### config.mk
export PLATFORM = sky130hd
export DESIGN_NAME = unary_stream_decoder
export DESIGN_NICKNAME = d
export VERILOG_FILES = /design/src/rtl/unary_pkg.sv /design/src/rtl/unary_lane_counter.sv /design/src/rtl/unary_stream_decoder.sv
export SDC_FILE = /design/constraint.sdc
export NUM_CORES = 1
export LEC_CHECK = 0
export CORE_MARGIN = 2
export CORE_UTILIZATION = 57
export DETAILED_ROUTE_END_ITERATION = 8
export GPL_TIMING_DRIVEN = 0
export PLACE_DENSITY = 0.83
export SLEW_MARGIN = 20
export SYNTH_ARGS = -nofsm -noshare
export SYNTH_HDL_FRONTEND = slang
export SYNTH_SLANG_ARGS = --single-unit
### constraint.sdc
create_clock -name clk -period 3.2 [get_ports clk]
set_input_delay 0.64 -clock clk [delete_from_list [all_inputs] [get_ports clk]]
set_output_delay 0.64 -clock clk [all_outputs]
set_load 0.01 [all_outputs]
### src/rtl/unary_pkg.sv
// unary_pkg: shared FSM state type and width/window-length helpers for the unary stream decoder
package unary_pkg;
  typedef enum logic {IDLE, ACCUM} state_t;
  function automatic int cnt_w(input int size);
    return size + 1;
  endfunction
  function automatic int win_len(input int size);
    return 1 << size;
  endfunction
endpackage

### src/rtl/unary_lane_counter.sv
// unary_lane_counter: per-lane 1s counter and thermometer check; ports clk/reset, i_start (bit 0), i_accumulate, i_bit, o_acc_nxt/o_bad_nxt (totals including i_bit)
module unary_lane_counter #(
  parameter int CNT_W = 5
) (
  input  logic             clk,
  input  logic             reset,
  input  logic             i_start,
  input  logic             i_accumulate,
  input  logic             i_bit,
  output logic [CNT_W-1:0] o_acc_nxt,
  output logic             o_bad_nxt
);
  logic [CNT_W-1:0] r_acc;
  logic             r_seen_zero;
  logic             r_bad;
  always_comb begin
    o_acc_nxt = r_acc + CNT_W'(i_bit);
    o_bad_nxt = r_bad | (r_seen_zero & i_bit);
  end
  always_ff @(posedge clk) begin
    if (reset) begin
      r_acc       <= '0;
      r_seen_zero <= 1'b0;
      r_bad       <= 1'b0;
    end else if (i_start) begin
      r_acc       <= CNT_W'(i_bit);
      r_seen_zero <= ~i_bit;
      r_bad       <= 1'b0;
    end else if (i_accumulate) begin
      r_acc       <= o_acc_nxt;
      r_seen_zero <= r_seen_zero | ~i_bit;
      r_bad       <= o_bad_nxt;
    end
  end
endmodule

### src/rtl/unary_stream_decoder.sv
// unary_stream_decoder: thermometer streams to binary counts; ports clk/reset, frame_start/unary_in window input, out_valid/out_ready/out_value/out_malformed result port, busy/overrun/frame_err status
module unary_stream_decoder
  import unary_pkg::*;
#(
  parameter int SIZE  = 4,
  parameter int LANES = 2,
  parameter int CNT_W = cnt_w(SIZE)
) (
  input  logic                   clk,
  input  logic                   reset,
  input  logic                   frame_start,
  input  logic [LANES-1:0]       unary_in,
  output logic                   out_valid,
  input  logic                   out_ready,
  output logic [LANES*CNT_W-1:0] out_value,
  output logic [LANES-1:0]       out_malformed,
  output logic                   busy,
  output logic                   overrun,
  output logic                   frame_err
);
  state_t                 r_state, w_state_nxt;
  logic [SIZE-1:0]        r_win_cnt;
  logic                   r_out_valid, r_overrun, r_frame_err;
  logic [LANES*CNT_W-1:0] r_out_value, w_acc_nxt;
  logic [LANES-1:0]       r_out_malformed, w_bad_nxt;
  logic                   w_start, w_accum, w_done, w_load;
  always_comb begin
    w_start     = (r_state == IDLE) & frame_start;
    w_accum     = r_state == ACCUM;
    w_done      = w_accum & (r_win_cnt == SIZE'(win_len(SIZE) - 1));
    w_load      = w_done & (~r_out_valid | out_ready);
    w_state_nxt = w_start ? ACCUM : w_done ? IDLE : r_state;
  end
  for (genvar g = 0; g < LANES; g++) begin : g_lane
    unary_lane_counter #(.CNT_W(CNT_W)) u_lane (
      .clk          (clk),
      .reset        (reset),
      .i_start      (w_start),
      .i_accumulate (w_accum),
      .i_bit        (unary_in[g]),
      .o_acc_nxt    (w_acc_nxt[g*CNT_W +: CNT_W]),
      .o_bad_nxt    (w_bad_nxt[g])
    );
  end
  always_ff @(posedge clk) begin
    if (reset) begin
      r_state         <= IDLE;
      r_win_cnt       <= '0;
      r_out_valid     <= 1'b0;
      r_out_value     <= '0;
      r_out_malformed <= '0;
      r_overrun       <= 1'b0;
      r_frame_err     <= 1'b0;
    end else begin
      r_state <= w_state_nxt;
      if (w_start) r_win_cnt <= SIZE'(1);
      else if (w_accum) r_win_cnt <= r_win_cnt + SIZE'(1);
      if (w_load) begin
        r_out_valid     <= 1'b1;
        r_out_value     <= w_acc_nxt;
        r_out_malformed <= w_bad_nxt;
      end else if (out_ready) r_out_valid <= 1'b0;
      if (w_done & r_out_valid & ~out_ready) r_overrun <= 1'b1;
      if (w_accum & frame_start & ~w_done) r_frame_err <= 1'b1;
    end
  end
  assign out_valid     = r_out_valid;
  assign out_value     = r_out_value;
  assign out_malformed = r_out_malformed;
  assign busy          = w_accum;
  assign overrun       = r_overrun;
  assign frame_err     = r_frame_err;
endmodule

==> key figures <==
Status
  – Status: finished, final reports clean

Placed design
  – Dpl cells: 205
  – Placed cell area: between 1500 and 2000 um^2
  – Placer congestion estimate: 0.729
  – Port bufs: 20
  – Dpl hpwl: 2.12 mm

Floorplan
  – DIE AREA: just over 3000 um^2
  – I/O pin total: 22
  – Row count: 18
  – Core area: between 2000 and 2500 um^2
  – Starting Density: 0.605
  – Die Wd: 55.5 um
  – Die Y: roughly 55 um

Clock network
  – Hold Buf Count CTS: 0
  – Clk sinks: 34
  – CTS tree: yes
  – Maximum buffer depth of the clock tree: 2
  – Clock transition at path regs: roughly 0.1 ns
  – H-Tree Depth: 2
  – Clock latency on the worst-skew pair: 0.33 ns
  – CTS-repair resized insts: 0
  – Cts bufs inserted: 5
  – Post-CTS Setup Bufs: 0
  – Root Buffer: clkbuf_4

Power
  – Pwr dens: ~400 nW/um^2
  – Maximum VDD drop: between 0.3 and 0.4 mV
  – Power, Total: 713 uW
  – LEAKAGE: approximately 0.64 nW

Global routing
  – Vias in the first global route: about 1100
  – Grt total ovfl: 0
  – Global-route wire length before repair: between 5 and 6 mm
  – Antenna violations before repair: 0
  – All-Layer GR Usage: 0.209
  – Largest net degree at the start of global routing: 11

Detailed routing
  – DR pass1 iterations: 4
  – WL final: around 2.9 mm
  – DRC Markers: 0
  – Routed Antenna Nets: 0
  – Vias per cell: between 5 and 6
  – Vias: 1204
  – DR iter-0 viols: 46
  – Routed length per instance: ~14 um

Synthesis
  – Primary FF master, synth: dfxtp_1
  – Synth Net Count: 166
  – Gate Count Post-Synth: about 160
  – Async SR Flop Fraction: 0
  – Sequential share of the synthesized area: 0.450
  – Synth Warn #: 0
  – Post-Syn Area: around 1500 um^2
  – Post-synth EDFFs: 0
  – Synth unique cells: 31
  – FF+latch count, synth: 34
  – Post-Syn Area per Cell: about 10 um^2

STA
  – Hold Violations, Final: 0
  – Setup TNS: 0 ns
  – Fin crit period: 1.90 ns
  – Slew Viols, Final: 0
  – F_max: roughly 0.53 GHz
  – Final period util: 0.595
  – Worst Tran Pin Value: about 0.36 ns
  – Worst clock skew: roughly 0.0054 ns
  – Setup violators final: 0
  – Relative slew slack: 0.763
  – Unrepaired setup endpoints after global routing: no

Layout
  – Net count, final: ~190
  – Area growth syn-to-layout: 18.7%
  – Post-layout util: 0.718
  – Diode count: 0
  – Post-Layout Cell Count: between 200 and 250
  – Share of layout cells above drive strength 1: 0.137
  – Design Area, Final: approximately 1800 um^2

Critical path
  – R2r setup slk: 1.68 ns
  – Worst EP arrival: approximately 2.2 ns
  – Startpoint types: input port
  – Data required, critical path: 3.46 ns
  – Critical path class: input port to flip-flop
  – Reg2reg path depth: 4
  – RR Endpoint: out_value[2]$_SDFFE_PP0P_
  – Worst-path fanout max: 5
  – CP Capture Type: flip-flop
  – R2R Path Start: r_win_cnt[0]$_SDFFE_PP0P_

Worst hold path
  – Hold path cells: 2
  – Hold endpoint: out_value[1]$_SDFFE_PP0P_
  – Hold_sp: out_value[1]$_SDFFE_PP0P_
  – Worst min-delay path category: flip-flop to flip-flop

Flow run
  – Max-Cap Viols: 0
==> stage by stage <==
step                hold slack [ns]  worst slack, ns
floorplan                     0.438             1.66
global placement              0.450            0.983
detailed placement            0.463            0.937
CTS                           0.482             1.29
global route                  0.512             1.19
finish                        0.481             1.30
==> cell type report <==
type / instances / area [um^2]
Multi-Input combinational cell: 107 / 716
Fill cell: 205 / 706
Sequential cell: 34 / 681
Timing Repair Buffer: 20 / 200
Buffer: 11 / 104
Clock buffer: 7 / 45.0
Tap cell: 30 / 37.5
Inverter: 3 / 11.3
==> metal layers <==
metal	wire length, um	GRT usage	vias to the layer above
li1	-	-	608
met1	1290	0.261	551
met2	1420	0.332	35
met3	125	0.0515	10
met4	72	0.108	0
met5	0	0	-
==> cells by family after synthesis <==
kind of cell,after synthesis,synth area share
simple gates,46,0.150
compound gates,39,0.181
xor+xnor,14,0.0811
flops,34,0.450
mux,3,0.0199
fa+ha+maj,5,0.0414
buf+inv,14,0.0762
==> Yosys cell counts, drive strengths merged (5+ instances only) <==
cell / number / area, um^2
buf: 5 / 48.8
a21oi: 16 / 95.1
nand2: 5 / 18.8
xor2: 12 / 105
nor2: 19 / 78.8
nand4: 6 / 37.5
nand3: 9 / 45.0
o21ai: 6 / 30.0
dfxtp: 34 / 681
a211oi: 9 / 87.6
clkbuf: 6 / 55.1
ha: 5 / 62.6
==> cell usage in the layout, fill, tap and decap left out, types with 6 or more instances in the layout <==
cell type,n
nand3_1,9
o21ai_0,6
a21oi_1,12
nor2_1,18
clkdlybuf4s50_1,20
xor2_1,12
nand4_1,6
dfxtp_1,34
==> power by group <==
part           internal (mW)  total, mW  leakage (nW)  switching, mW
combinational         0.0264     0.0598         0.339         0.0334
sequential             0.432      0.438         0.276        0.00663
clock                 0.0828      0.215        0.0254          0.133
==> worst max path at each step <==
stage,from,to
2_1_floorplan,unary_in[1],out_value[9]$_SDFFE_PP0P_
3_3_place_gp,unary_in[0],out_value[4]$_SDFFE_PP0P_
3_5_place_dp,unary_in[0],out_value[4]$_SDFFE_PP0P_
4_1_cts,unary_in[0],out_value[4]$_SDFFE_PP0P_
5_1_grt,unary_in[0],out_value[4]$_SDFFE_PP0P_
6_report,unary_in[1],out_value[9]$_SDFFE_PP0P_
==> critical path, cell delays in order <==
cell and delay (ns):
clkdlybuf4s50_1 0.56, ha_1 0.23, ha_1 0.24, nand3_1 0.11, xor2_1 0.17, a211oi_2 0.21
==> sequential cells by signal, indices dropped and copies added (netlist names) <==
register and count:
g_lane.u_lane.r_acc 10, out_value 10, r_win_cnt 4, g_lane.u_lane.r_bad 2, g_lane.u_lane.r_seen_zero 2, out_malformed 2, busy 1, frame_err 1
out_valid 1, overrun 1
Note: power is estimated with default switching activity, not from simulation.
